<file path="src/rtl/ibex_scramble_key_arbiter.sv">
// Shares one OTP scramble key/nonce port between NumReq requesters: round-robin grant,
// bounded OTP request/ack handshake, key/nonce broadcast and per-requester key validity.
module ibex_scramble_key_arbiter #(
   parameter int unsigned NumReq           = 2,
   parameter int unsigned TimeoutCycles    = 1024,
   parameter int unsigned SCRAMBLE_KEY_W   = 128,
   parameter int unsigned SCRAMBLE_NONCE_W = 64,
   parameter logic [SCRAMBLE_KEY_W-1:0]   RndCnstIbexKey   = 128'h14e8cecae3040d5e12286bb3cc113298,
   parameter logic [SCRAMBLE_NONCE_W-1:0] RndCnstIbexNonce = 64'hf79780bc735f3843
) (
   input  logic                        clk_i,
   input  logic                        rst_ni,
   input  logic [NumReq-1:0]           req_i,
   output logic [NumReq-1:0]           key_valid_o,
   output logic [NumReq-1:0]           ack_o,
   output logic [SCRAMBLE_KEY_W-1:0]   key_o,
   output logic [SCRAMBLE_NONCE_W-1:0] nonce_o,
   output logic                        otp_req_o,
   input  logic                        otp_ack_i,
   input  logic [SCRAMBLE_KEY_W-1:0]   otp_key_i,
   input  logic [SCRAMBLE_NONCE_W-1:0] otp_nonce_i,
   output logic                        timeout_o,
   output logic                        busy_o
);

   localparam int unsigned IdxW = (NumReq > 1) ? $clog2(NumReq) : 1;
   localparam int unsigned TmrW = $clog2(TimeoutCycles);

   // OTP handshake: otp_req_o stays high for the whole StReq phase; a transaction
   // completes on the single cycle where otp_ack_i is seen while in StReq.
   typedef enum logic {StIdle, StReq} state_e;

   state_e                      state_q, state_d;
   logic [NumReq-1:0]           pending_q, pending_d;
   logic [NumReq-1:0]           key_valid_q, key_valid_d;
   logic [NumReq-1:0]           ack_q, ack_d;
   logic [IdxW-1:0]             rr_q, rr_d, gnt_q, gnt_d;
   logic [IdxW-1:0]             pick_idx, cand;
   logic                        pick_found;
   logic [IdxW-1:0]             gnt_next;
   logic [TmrW-1:0]             timer_q, timer_d;
   logic                        timeout_q, timeout_d;
   logic                        ack_take;
   logic [SCRAMBLE_KEY_W-1:0]   key_q;
   logic [SCRAMBLE_NONCE_W-1:0] nonce_q;

   // First pending requester at or after the round-robin pointer, wrapping.
   always_comb begin
      pick_idx   = '0;
      pick_found = 1'b0;
      cand       = '0;
      for (int unsigned off = 0; off < NumReq; off++) begin
         cand = IdxW'((32'(rr_q) + off) % NumReq);
         if (!pick_found && pending_q[cand]) begin
            pick_found = 1'b1;
            pick_idx   = cand;
         end
      end
   end

   assign gnt_next = (gnt_q == IdxW'(NumReq - 1)) ? '0 : gnt_q + 1'b1;

   always_comb begin
      state_d   = state_q;
      gnt_d     = gnt_q;
      rr_d      = rr_q;
      timer_d   = timer_q;
      ack_d     = '0;
      timeout_d = 1'b0;
      ack_take  = 1'b0;
      unique case (state_q)
         StIdle: begin
            timer_d = '0;
            if (pick_found) begin
               gnt_d   = pick_idx;
               state_d = StReq;
            end
         end
         StReq: begin
            // An ack on the final timeout cycle still completes the transaction.
            if (otp_ack_i) begin
               ack_take     = 1'b1;
               ack_d[gnt_q] = 1'b1;
               rr_d         = gnt_next;
               timer_d      = '0;
               state_d      = StIdle;
            end else if (timer_q == TmrW'(TimeoutCycles - 1)) begin
               timeout_d = 1'b1;
               rr_d      = gnt_next;
               timer_d   = '0;
               state_d   = StIdle;
            end else begin
               timer_d = timer_q + 1'b1;
            end
         end
         default: state_d = StIdle;
      endcase
   end

   // A request seen in the same cycle as its ack keeps the requester pending and invalid.
   assign pending_d   = (pending_q & ~ack_d) | req_i;
   assign key_valid_d = (key_valid_q & ~req_i) | (ack_d & ~req_i);

   always_ff @(posedge clk_i or negedge rst_ni) begin
      if (!rst_ni) begin
         state_q     <= StIdle;
         pending_q   <= '0;
         key_valid_q <= '1;
         ack_q       <= '0;
         rr_q        <= '0;
         gnt_q       <= '0;
         timer_q     <= '0;
         timeout_q   <= 1'b0;
         key_q       <= RndCnstIbexKey;
         nonce_q     <= RndCnstIbexNonce;
      end else begin
         state_q     <= state_d;
         pending_q   <= pending_d;
         key_valid_q <= key_valid_d;
         ack_q       <= ack_d;
         rr_q        <= rr_d;
         gnt_q       <= gnt_d;
         timer_q     <= timer_d;
         timeout_q   <= timeout_d;
         if (ack_take) begin
            key_q   <= otp_key_i;
            nonce_q <= otp_nonce_i;
         end
      end
   end

   assign otp_req_o   = (state_q == StReq);
   assign busy_o      = (state_q != StIdle);
   assign key_valid_o = key_valid_q;
   assign ack_o       = ack_q;
   assign timeout_o   = timeout_q;
   assign key_o       = key_q;
   assign nonce_o     = nonce_q;

endmodule

</file>
<file path="config.mk">
export PLATFORM = sky130hd
export DESIGN_NAME = ibex_scramble_key_arbiter
export DESIGN_NICKNAME = d
export VERILOG_FILES = /design/src/rtl/ibex_scramble_key_arbiter.sv
export SDC_FILE = /design/constraint.sdc
export NUM_CORES = 1
export LEC_CHECK = 0
export CORE_MARGIN = 4
export CORE_UTILIZATION = 42
export DETAILED_ROUTE_END_ITERATION = 8
export GPL_TIMING_DRIVEN = 0
export HOLD_SLACK_MARGIN = 0.08
export PLACE_DENSITY = 0.78
export SETUP_SLACK_MARGIN = 0.02
export SLEW_MARGIN = 25
export SYNTH_ARGS = -nofsm -noshare
export SYNTH_HDL_FRONTEND = slang
export SYNTH_SLANG_ARGS = --single-unit
</file>
<file path="constraint.sdc">
create_clock -name clk_i -period 1.8 [get_ports clk_i]
set_input_delay 0.18 -clock clk_i [delete_from_list [all_inputs] [get_ports clk_i]]
set_output_delay 0.18 -clock clk_i [all_outputs]
set_load 0.01 [all_outputs]
</file>
After elaboration in Yosys (flattened, before gate mapping)
Index checks and enable logic that the tools add are counted.
- flip-flop bits (word level): 212
- input bits: 197
- output and inout port bits: 199
- add/subtract/negate cells: 3
- magnitude comparators: 4
- equality and inequality tests: 1
- mux-type cells: 27
- bitwise logic cells: 8
- reductions and logical operators: 6
- operators by type and width (kind ; number):
    $mux W1 ; 20
    $mux W10 ; 2
    $pmux W10 S2 ; 1
    $add A10 B1 Y10 const B ; 1
    $eq A10 B10 Y1 const B ; 1
    $and A2 B2 Y2 ; 3
    $lt A1 B2 Y1 const B ; 3
    $mux W2 ; 2
    $not A2 Y2 ; 2
    $or A2 B2 Y2 ; 2
    $reduce_and A2 Y1 ; 2
    $add A1 B1 Y1 const B ; 2
    $logic_and A1 B1 Y1 ; 2
    $pmux W1 S2 ; 1
    $reduce_bool A2 Y1 ; 1
    $demux W1 S1 ; 1
    $ge A1 B1 Y1 const B ; 1
    $logic_not A1 Y1 ; 1
    $not A1 Y1 ; 1

Logic depth before layout (Yosys ltp)
- word-level depth: 9
- depth in mapped cells: 5
- mapped depth without buffers: 4

Worst setup path after synthesis
Ideal clock, no wire load.
- path kind: reg2reg
- start point: register state_q, in the netlist busy_o
- end point: register key_q[100], in the netlist key_o[100]
- data arrival time: 1.231 ns
- path slack: 0.444 ns
- cell stages (with the launch flop): 5
- path buffers: 2
- clock period less this slack: 1.356 ns
- cell sequence: dfrtp_1 nand2_2 buf_6 buf_6 mux2_4
- cells in the longest elaborated chain, start to end: 1
- RTL lines (element ; RTL line ; source):
    from (decl) ; 33 ; state_e state_q, state_d;
    from (signal assigned) ; 106 ; state_q <= StIdle;
    from (signal assigned) ; 117 ; state_q <= state_d;
    $mux W1 ; 71 ; unique case (state_q)
    to (signal assigned) ; 114 ; key_q <= RndCnstIbexKey;
    to (signal assigned) ; 126 ; key_q <= otp_key_i;
    to (decl) ; 44 ; logic [SCRAMBLE_KEY_W-1:0] key_q;
Every way passes these cells.
A chain may end at the register's enable or synchronous reset.

Worst setup path in the final report
- start point: register key_q[45], in the netlist key_o[45]
- end point: output port key_o[45]
- RTL lines (element ; RTL line ; source):
    to (decl) ; 16 ; output logic [SCRAMBLE_KEY_W-1:0] key_o,
No word-level cell between the ends.

==> metrics.md <==
| Metric | Value |
|---|---|
| Reg-to-reg endpoint | `key_o[116]$_DFFE_PN0P_` |
| Seq/Total Area, Yosys | `60.8%` |
| Clock buffer count from CTS | `23` |
| Minimum clock period | `around 1700 ps` |
| Worst-case clock buffer depth | `3` |
| Final hold violations | `0` |
| Number of synthesized flops with an enable pin | `0` |
| DR pass1 iterations | `4` |
| Worst hold path class | `primary input to register` |
| Routability cong. | `~0.83` |
| Pwr Total | `0.0253 W` |
| Post-DP HPWL | `approximately 19000 um` |
| Ports | `around 400` |
| GRT Resource Usage Total | `about a fifth` |
| Buffer and inverter count on the worst path | `1` |
| Cells after Synth | `roughly 500` |
| Vias in the first global route | `between 6000 and 7000` |
| # DRC | `0` |
| Die Area | `~24000 sq um` |
| Fin area | `roughly 14000 sq um` |
| Layout Cells excl Fill | `1209` |
| RSZ-0062 raised after global routing | `false` |
| Distinct cells, synth | `41` |
| Crit path required time | `roughly 1600 ps` |
| Leak | `6.59 nW` |
| Yosys top cell area share | `between 30 and 40%` |
| Worst hold stages | `2` |
| Largest family of logic cells by synthesized area | `multiplexers` |
| Worst r2r src | `busy_o$_DFF_PN0_` |
| Synth Area per Inst | `roughly 18 sq um` |
| Crit Path Category | `register to primary output` |
| Count of state elements after synthesis | `212` |
| Die W | `154 um` |
| Initial drt markers | `257` |
| Floorplan core area | `21000 sq um` |
| CTS tree | `built` |
| H-tree levels | `1` |
| Worst hold endpoint | `key_valid_o[0]$_DFF_PN1_` |
| Area growth syn-to-layout | `57.9%` |
| Avg WL per Cell | `between 20 and 25 um` |
| Inst Count DP | `about 1200` |
| Pin count of the biggest net entering global routing | `91` |
| Die height | `154 um` |
| Vias per inst | `roughly 4.8` |
| Number of port buffers | `395` |
| First-pass GRT wire length | `38400 um` |
| Worst Reg-to-Reg Cells | `5` |
| Critical path endpoint category | `primary output` |
| Most frequent cells after synthesis | `180 x mux2_4, 120 x dfrtp_1, 92 x dfstp_2` |
| Hold Startpoint | `req_i[0]` |
| TNS Setup | `0 ps` |
| Ys flop type | `dfrtp_1` |
| YS warnings | `0` |
| Mapped cell area | `approximately 8900 sq um` |
| Max stage delay on crit path | `about 530 ps` |
| Top-count cell post-synth | `mux2_4` |
| Power per cell area | `roughly 1800 nW/um^2` |
| Nets@finish | `approximately 1100` |
| Final worst-path cycle share | `a little over nine tenths` |
| CP max stage cell | `dfstp_2` |
| Synth Net Count | `about 690` |
| Worst-path fanout max | `2` |
| Fin. max-slew vios | `0` |
| Slew headroom | `approximately 61%` |
| XOR/XNOR share of the synthesized area | `0.295%` |
| Hold WS | `198 ps` |
| Fraction of the mapped netlist area in simple logic gates | `2.24%` |
| CTS sink cnt | `approximately 210` |
| Clock-pin slew on the worst setup and hold paths | `approximately 60 ps` |
| # rows | `between 50 and 60` |
| Overflow after GRT | `0` |
| Clk Latency, worst-skew pair | `510 ps` |
| Post-route ant nets | `0` |
| Critical path data arrival time | `~1600 ps` |
| Root Buffer | `clkbuf_16` |
| Clock Skew | `between 15 and 20 ps` |
| Initial antenna violation count | `1` |
| Final Setup Violations | `0` |
| CP cell instances | `clkdlybuf4s50_1` |
| Top post-synthesis cells by area | `dfrtp_1 34%, mux2_4 30%, dfstp_2 27%` |
| Dpl cell area | `between 10000 and 15000 sq um` |
| Ys async rst share | `100%` |
| R2r setup slk | `230 ps` |
| Max-cap violations | `0` |
| VDD IR-drop max | `988 uV` |
| Mux contribution to synthesized area | `31.9%` |
| Cell family with most CP delay | `flip-flops` |
| Status | `finished clean` |
| DRT Wirelength | `around 25000 um` |
| Post-synthesis compound-gate area fraction | `1.64%` |
| Slew @ Worst Pin | `around 580 ps` |
| Fillers | `~1500` |
| Layout cell share with drive strength beyond 1 | `38.3%` |
| Worst setup SP type | `register` |
| DR vias | `a little under 6000` |
| Fmax | `between 0.5 and 0.6 GHz` |
| Top cell type by total area after synthesis | `dfrtp_1` |
| Adder-cell share of the synthesized area | `0.140%` |
| Starting Density | `42.6%` |
## worst max path at each step
stage / startpoint / end / slack, ps / cells after the start
CTS: nonce_o[50]$_DFFE_PN1P_ / nonce_o[50] / 20 / 1
floorplan: busy_o$_DFF_PN0_ / key_o[100]$_DFFE_PN0P_ / 440 / 4
detailed placement: otp_ack_i / key_o[109]$_DFFE_PN0P_ / 20 / 5
global route: key_o[45]$_DFFE_PN1P_ / key_o[45] / 20 / 1
finish: key_o[45]$_DFFE_PN1P_ / key_o[45] / 50 / 1
global placement: rst_ni / key_o[123]$_DFFE_PN0P_ / -8370 / 1
## layout by cell type, fill, tap and decap left out, drive strengths merged, types with 3 or more instances in the layout
master           n
a21oi            4
buf             29
bufinv           4
clkbuf          28
clkdlybuf4s50  309
clkinv           6
clkinvlp         3
dfrtp          120
dfstp           92
dlygate4sd2     63
dlymetal6s2s    21
inv              7
mux2           192
nand2            4
nand3            4
nand4            4
nor2             8
o21ai            3
## per-stage QoR
step	setup slack, ps	util (%)
finish	52.6	67.2
global route	20.6	67.2
CTS	20.9	66.9
detailed placement	24.0	63.4
global placement	-8370	63.1
floorplan	444	-
## logic make-up after synthesis
| logic type | count (synthesis) |
|---|---|
| flip-flops | 212 |
| multiplexers | 193 |
| AND/OR/NAND/NOR | 33 |
| buffers and inverters | 29 |
| AO/OA/AOI/OAI | 20 |
| XOR/XNOR | 3 |
| adder cells (fa/ha/maj) | 1 |
## sequential cells by signal (all words and copies together), names as in the netlist
| signal | flops |
|---|---|
| gnt_q | 1 |
| timer_q | 10 |
| timeout_o | 1 |
| ack_o | 2 |
| key_valid_o | 2 |
| key_o | 128 |
| pending_q | 2 |
| rr_q | 1 |
| busy_o | 1 |
| nonce_o | 64 |
## layer usage
metal	GRT usage (%)	up-vias	wire [um]
met4	6.60	0	834
met3	6.22	46	2030
met5	0	-	0
met1	24.2	2903	9590
li1	-	2589	-
met2	35.9	238	13000
## power by group
| part | total [W] | internal, W | switching (W) |
|---|---|---|---|
| logic | 0.0111 | 0.00705 | 0.00409 |
| registers | 0.00912 | 0.00781 | 0.00132 |
| clock network | 0.00499 | 0.00305 | 0.00194 |
## area by class of cell
type	instances	area (sq um)	share of cell area [%]
Inverter	6	22.5	0.160
Buffer	23	243	1.72
Antenna cell	1	2.50	0.0178
Multi-Input combinational cell	250	3230	23.0
Tap cell	275	344	2.44
Clock buffer	28	624	4.43
Sequential cell	212	5420	38.5
Timing Repair Buffer	400	4010	28.5
Clock inverter	14	181	1.29
## repair_timing
action | CTS | global route
resized for setup | 65 | 21
endpoints found under the hold margin | 75 | 0
setup endpoints to repair | 65 | 21
cloned | 0 | 0
buffers inserted | 2 | 0
hold buffers | 1 | 0
(Power assumes the default switching activity.)
